<file path="src/rtl/alu_exec_stage.sv">
// -----------------------------------------------------------------------------
// alu_exec_stage
//   Execute stage sitting right after the register file. Single-cycle
//   logic/arithmetic ops produce a registered result one edge after issue;
//   MUL is an iterative shift-add taking WIDTH cycles, during which the
//   issue side is back-pressured through in_ready.
//
// Ports
//   clk       in   rising-edge clock
//   rst       in   asynchronous, active-low reset
//   in_valid  in   issue request (op/operands/address valid)
//   in_ready  out  stage accepts an issue this cycle
//   alu_op    in   operation select (0 AND,1 OR,2 ADD,3 XOR,4 NOR,5 SRL,
//                  6 SUB,7 SLT,8 MUL, others -> result 0)
//   op_A/op_B in   operands from the register file read ports
//   dst_addr  in   destination register
//   wb_we     out  register-file write enable, one pulse per result
//   wb_addr   out  register-file write address
//   wb_data   out  result data
//   zero      out  last result was zero
//   overflow  out  signed overflow of last result (ADD/SUB only)
//   busy      out  multiply in progress
// -----------------------------------------------------------------------------
module alu_exec_stage #(
  parameter int WIDTH  = 32,
  parameter int ADDR_W = 5
) (
  input  logic              clk,
  input  logic              rst,
  input  logic              in_valid,
  output logic              in_ready,
  input  logic [3:0]        alu_op,
  input  logic [WIDTH-1:0]  op_A,
  input  logic [WIDTH-1:0]  op_B,
  input  logic [ADDR_W-1:0] dst_addr,
  output logic              wb_we,
  output logic [ADDR_W-1:0] wb_addr,
  output logic [WIDTH-1:0]  wb_data,
  output logic              zero,
  output logic              overflow,
  output logic              busy
);

  localparam int SH_W  = $clog2(WIDTH);
  localparam int CNT_W = $clog2(WIDTH);
  localparam logic [CNT_W-1:0] CNT_LAST = CNT_W'(WIDTH - 1);
  localparam logic [3:0]       OP_MUL   = 4'd8;

  typedef enum logic [1:0] {IDLE, MUL, DONE} state_t;

  state_t              state_q, state_d;
  logic                run_q;
  logic [WIDTH-1:0]    mcand_q, mcand_d;
  logic [WIDTH-1:0]    mplier_q, mplier_d;
  logic [WIDTH-1:0]    acc_q, acc_d;
  logic [CNT_W-1:0]    cnt_q, cnt_d;
  logic [ADDR_W-1:0]   mdst_q, mdst_d;
  logic                wb_we_q, wb_we_d;
  logic [ADDR_W-1:0]   wb_addr_q, wb_addr_d;
  logic [WIDTH-1:0]    wb_data_q, wb_data_d;
  logic                zero_q, zero_d;
  logic                ovf_q, ovf_d;

  logic [WIDTH-1:0]    alu_res;
  logic                alu_ovf;
  logic [WIDTH-1:0]    acc_next;
  logic                issue;

  function automatic logic [WIDTH-1:0] alu_result(input logic [3:0]       op,
                                                  input logic [WIDTH-1:0] a,
                                                  input logic [WIDTH-1:0] b);
    logic signed [WIDTH-1:0] sa;
    logic signed [WIDTH-1:0] sb;
    sa = a;
    sb = b;
    case (op)
      4'd0:    alu_result = a & b;
      4'd1:    alu_result = a | b;
      4'd2:    alu_result = a + b;
      4'd3:    alu_result = a ^ b;
      4'd4:    alu_result = ~(a | b);
      4'd5:    alu_result = b >> a[SH_W-1:0];
      4'd6:    alu_result = a - b;
      4'd7:    alu_result = {{(WIDTH-1){1'b0}}, (sa < sb)};
      default: alu_result = '0;
    endcase
  endfunction

  // Sign-bit overflow rule: ADD overflows when like-signed operands give a
  // result of the other sign; SUB when unlike-signed operands give a result
  // whose sign differs from A.
  function automatic logic add_sub_ovf(input logic [3:0]       op,
                                       input logic [WIDTH-1:0] a,
                                       input logic [WIDTH-1:0] b);
    logic [WIDTH-1:0] r;
    logic             flag;
    flag = 1'b0;
    if (op == 4'd2) begin
      r    = a + b;
      flag = (a[WIDTH-1] == b[WIDTH-1]) && (r[WIDTH-1] != a[WIDTH-1]);
    end else if (op == 4'd6) begin
      r    = a - b;
      flag = (a[WIDTH-1] != b[WIDTH-1]) && (r[WIDTH-1] != a[WIDTH-1]);
    end
    return flag;
  endfunction

  assign alu_res  = alu_result(alu_op, op_A, op_B);
  assign alu_ovf  = add_sub_ovf(alu_op, op_A, op_B);
  assign acc_next = acc_q + (mplier_q[0] ? mcand_q : '0);

  // run_q keeps in_ready low while reset is held and for the release cycle.
  assign in_ready = run_q && (state_q != MUL);
  assign issue    = in_valid && in_ready;

  always_comb begin
    state_d   = state_q;
    mcand_d   = mcand_q;
    mplier_d  = mplier_q;
    acc_d     = acc_q;
    cnt_d     = cnt_q;
    mdst_d    = mdst_q;
    wb_we_d   = 1'b0;
    wb_addr_d = wb_addr_q;
    wb_data_d = wb_data_q;
    zero_d    = zero_q;
    ovf_d     = ovf_q;

    case (state_q)
      MUL: begin
        acc_d    = acc_next;
        mcand_d  = mcand_q << 1;
        mplier_d = mplier_q >> 1;
        cnt_d    = cnt_q + CNT_W'(1);
        if (cnt_q == CNT_LAST) begin
          state_d   = DONE;
          wb_data_d = acc_next;
          wb_addr_d = mdst_q;
          wb_we_d   = (mdst_q != '0);
          zero_d    = (acc_next == '0);
          ovf_d     = 1'b0;
        end
      end
      default: begin
        // IDLE and DONE behave identically: both accept a new issue.
        state_d = IDLE;
        if (issue) begin
          if (alu_op == OP_MUL) begin
            state_d  = MUL;
            mcand_d  = op_A;
            mplier_d = op_B;
            acc_d    = '0;
            cnt_d    = '0;
            mdst_d   = dst_addr;
          end else begin
            wb_data_d = alu_res;
            wb_addr_d = dst_addr;
            wb_we_d   = (dst_addr != '0);  // r0 is hardwired zero
            zero_d    = (alu_res == '0);
            ovf_d     = alu_ovf;
          end
        end
      end
    endcase
  end

  always_ff @(posedge clk or negedge rst) begin
    if (!rst) begin
      state_q   <= IDLE;
      run_q     <= 1'b0;
      mcand_q   <= '0;
      mplier_q  <= '0;
      acc_q     <= '0;
      cnt_q     <= '0;
      mdst_q    <= '0;
      wb_we_q   <= 1'b0;
      wb_addr_q <= '0;
      wb_data_q <= '0;
      zero_q    <= 1'b0;
      ovf_q     <= 1'b0;
    end else begin
      state_q   <= state_d;
      run_q     <= 1'b1;
      mcand_q   <= mcand_d;
      mplier_q  <= mplier_d;
      acc_q     <= acc_d;
      cnt_q     <= cnt_d;
      mdst_q    <= mdst_d;
      wb_we_q   <= wb_we_d;
      wb_addr_q <= wb_addr_d;
      wb_data_q <= wb_data_d;
      zero_q    <= zero_d;
      ovf_q     <= ovf_d;
    end
  end

  assign wb_we    = wb_we_q;
  assign wb_addr  = wb_addr_q;
  assign wb_data  = wb_data_q;
  assign zero     = zero_q;
  assign overflow = ovf_q;
  assign busy     = (state_q == MUL);

endmodule

</file>
<file path="config.mk">
export PLATFORM = sky130hd
export DESIGN_NAME = alu_exec_stage
export DESIGN_NICKNAME = d
export VERILOG_FILES = /design/src/rtl/alu_exec_stage.sv
export SDC_FILE = /design/constraint.sdc
export NUM_CORES = 1
export LEC_CHECK = 0
export CAP_MARGIN = 20
export CORE_ASPECT_RATIO = 0.8
export CORE_MARGIN = 1
export CORE_UTILIZATION = 35
export DETAILED_ROUTE_END_ITERATION = 10
export PLACE_DENSITY_LB_ADDON = 0.05
export SYNTH_ARGS = -nofsm -noshare
export SYNTH_HDL_FRONTEND = slang
export SYNTH_SLANG_ARGS = --single-unit
</file>
<file path="constraint.sdc">
create_clock -name clk -period 9.65 [get_ports clk]
set_input_delay 1.4475 -clock clk [delete_from_list [all_inputs] [get_ports clk]]
set_output_delay 1.4475 -clock clk [all_outputs]
set_load 0.02 [all_outputs]
</file>
==> summary.txt <==
Outcome
  • Status: finished clean

Layout
  • Proportion of layout cells with a drive suffix above 1: 0.0640
  • Leading cell type in the layout, fill and taps excluded: nand2_1
  • Area added between synthesis and finish: 13.6%
  • Count of fill cells added during filler insertion: 4735
  • Highest-count cells in the layout ignoring fill and taps: 255 x nand2_1, 196 x o21ai_0, 184 x nor2_1
  • Final std cells w/o fill: 2730
  • Post-layout net count: 2325

Timing
  • F_max: 146 MHz
  • Relative slew slack: 0.238
  • Final worst-path cycle share: 0.712
  • Setup repair after global routing missed its margin: no
  • Number of slew-limit violations in the final report: 0
  • Final Hold Fails: 0
  • Post-route setup TNS: 0 ns
  • Worst slew pin tran: 1.14 ns
  • Clk_skew: 0.0224 ns
  • Minimum clock period after layout: 6.87 ns
  • Number of setup violations in the final report: 0

Die
  • Number of rows created at floorplan: 69
  • Effective utilization at floorplan: 0.357
  • Height of the die: 193 um
  • IO Count: 118
  • Area of the die: 0.0464 mm2
  • Width of the die: 240 um
  • Core area: 0.0446 mm2

Yosys
  • Number of distinct library cells after synthesis: 97
  • Register bit count reported by yosys: 149
  • Total standard cell area after synthesis: 0.0159 mm2
  • Most frequently used flop master after synthesis: dfrtp_1
  • Share of synthesized flip-flops with an asynchronous set or reset: 1.00
  • Post-synth net total: 2299
  • Post-synthesis sequential area ratio: 0.234
  • Number of flops mapped to enable cells by yosys: 0
  • Gate Count Post-Synth: 2088
  • Yosys synthesis warning count: 0
  • Per-instance average area after synthesis: 7.63 um2

Setup path
  • Worst setup path start: op_A[3]
  • Data required time at the worst endpoint: 10.06 ns
  • Largest driver fanout on the critical path: 19
  • Kind of critical path: input port to flop
  • Startpoint of the most critical register-to-register path: mplier_q[0]$_DFFE_PN0P_
  • Kind of start point of the critical path: input port
  • Worst Setup End Kind: flop
  • Worst path arrival time: 7.28 ns

Placed design
  • Placed Cells: 2696
  • DP Wirelength: 56600 um
  • Gpl congestion: 1.02
  • Quantity of I/O buffers inserted on ports: 117

CTS
  • Number of buffers inserted during clock tree synthesis: 17
  • H-Tree Level Count: 4
  • Later-pin clock latency in the skew report: 0.47 ns
  • Number of sinks driven by the clock tree: 149
  • Root buffer cell: clkbuf_16
  • Maximum buffer depth of the clock tree: 2
  • Count of cells resized by post-cts repair: 0
  • Setup Buffers After CTS: 0
  • Clock transition at the register clock pins on the worst setup and hold paths after CTS: 0.07 ns
  • Quantity of hold-fixing buffers added after cts: 0
  • TritonCTS clock tree: yes

Pwr
  • Overall power of the completed layout: 3.17 mW
  • Worst IR drop on VDD: 0.000135 V
  • Static leakage power: 7.90 nW
  • Total power density per cell area: 175 mW/mm2

Routing
  • Residual antenna-violating net count after detailed routing: 0
  • Routed via count divided by cell count: 6.07
  • Detailed-routing iteration count for the pre-antenna-repair pass: 6
  • WL/cell: 26.7 um
  • Number of violations reported at the end of detailed-routing iteration 0: 1752
  • Remaining routing DRC violations: 0
  • Vias: 16600
  • Detailed Route WL: 72900 um

Min path
  • Origin of the worst min-delay path: wb_data[23]$_DFFE_PN0P_
  • Hold Crit Class: flop to flop

Job
  • # Max-Cap Violations: 0

Global routing
  • Vias in the first global route: 15600
  • Total overflow reported by the global router: 0
  • GRT Resource Usage Total: 0.317
  • Maximum number of pins on one net before global-route repair: 101
  • Global-route wire length before repair: 108000 um
  • Antenna violations before repair: 2
flip-flops by register name (all words and copies together) (netlist names):
register and cells:
run_q 1, cnt_q 5, wb_we 1, mplier_q 32, mcand_q 32, mdst_q 5
wb_addr 5, state_q 2, acc_q 32, zero 1, overflow 1, wb_data 32
cell families after synthesis:
kind of cell    count (synthesis)  synth area share
simple gates                  730             0.214
compound gates                684             0.276
buf+inv                       252            0.0655
flops                         149             0.234
fa+ha+maj                     135             0.107
mux                            87            0.0752
xor+xnor                       50            0.0275
other cells                     1          0.000235
worst max-delay path, stage by stage:
cell and delay (ns):
clkdlybuf4s50_1 0.95, inv_1 0.45, ha_1 0.53, nor2_1 0.16, o21ai_1 0.21, a2111oi_2 0.63
o211ai_1 0.45, a211oi_1 0.41, o21ai_0 0.32, and4bb_1 0.52, and4_1 0.27, and4bb_1 0.23
nand4b_1 0.11, or4_1 0.49, nand2_1 0.07
final cells by class:
| cell class | count | area (um2) | share of cell area |
|---|---|---|---|
| inverter | 117 | 442 | 0.0244 |
| tap | 603 | 754 | 0.0417 |
| sequential | 149 | 3730 | 0.206 |
| clock buffer | 18 | 439 | 0.0243 |
| multi-input combinational | 1687 | 11200 | 0.620 |
| antenna | 1 | 2.50 | 0.000138 |
| timing repair buffer | 142 | 1380 | 0.0760 |
| clock inverter | 13 | 138 | 0.00761 |
metrics by stage:
step | hold WS, ns | setup WS [ns] | instance area [um2] | util
after floorplan | 0.449 | 4.46 | 15900 | -
after global placement | 0.463 | 2.63 | 17500 | 0.392
after detailed placement | 0.469 | 2.47 | 17500 | 0.392
after CTS | 0.482 | 2.93 | 18100 | 0.405
after global routing | 0.510 | 2.55 | 18100 | 0.405
final | 0.476 | 2.78 | 18100 | 0.405
power breakdown:
| group | leakage (nW) | switching, mW | internal (mW) |
|---|---|---|---|
| Combinational | 5.65 | 0.928 | 0.548 |
| Clock | 0.284 | 0.328 | 0.370 |
| Sequential | 1.97 | 0.152 | 0.845 |
final timing paths:
path / end / slack (ns) / cells past startpoint
min: wb_data[23]$_DFFE_PN0P_ / 0.48 / 2
max in group asynchronous: acc_q[7]$_DFFE_PN0P_ / 7.05 / 2
max: zero$_DFFE_PN0P_ / 2.78 / 15
min reg2reg: wb_data[23]$_DFFE_PN0P_ / 0.48 / 2
max reg2reg: zero$_DFFE_PN0P_ / 4.61 / 13
min in group asynchronous: mplier_q[19]$_DFFE_PN0P_ / 1.04 / 1
cell usage after synthesis (all sizes together) (8+ instances only):
cell type	number	area [um2]
nand2b	19	119
a22oi	10	75.1
o221ai	29	260
xor2	14	123
and3	13	81.3
clkbuf	86	323
nand4	12	75.1
a21o	31	234
nor3	45	225
mux4	24	544
a31oi	19	119
o21bai	16	120
and2	39	244
a2111oi	8	82.6
o21ai	201	1010
o22ai	16	100
nand2	255	957
a211oi	23	173
nor2b	21	131
buf	49	282
xnor2	36	315
o31ai	16	125
or4	10	75.1
mux2i	45	450
nor2	186	701
dfrtp	149	3730
nand3	68	340
mux2	18	203
a221oi	13	120
o211ai	24	180
a21oi	183	927
ha	132	1650
inv	114	428
nor4	14	87.6
or2	9	56.3
per-layer routing:
layer  share of wire  up-vias  track usage
li1                -     7639            -
met1            0.50     8254        0.485
met2            0.42      612        0.465
met3           0.066       61       0.0398
met4           0.018        2       0.0730
met5         0.00018        -            0
Power figures use the tool's default switching activity.
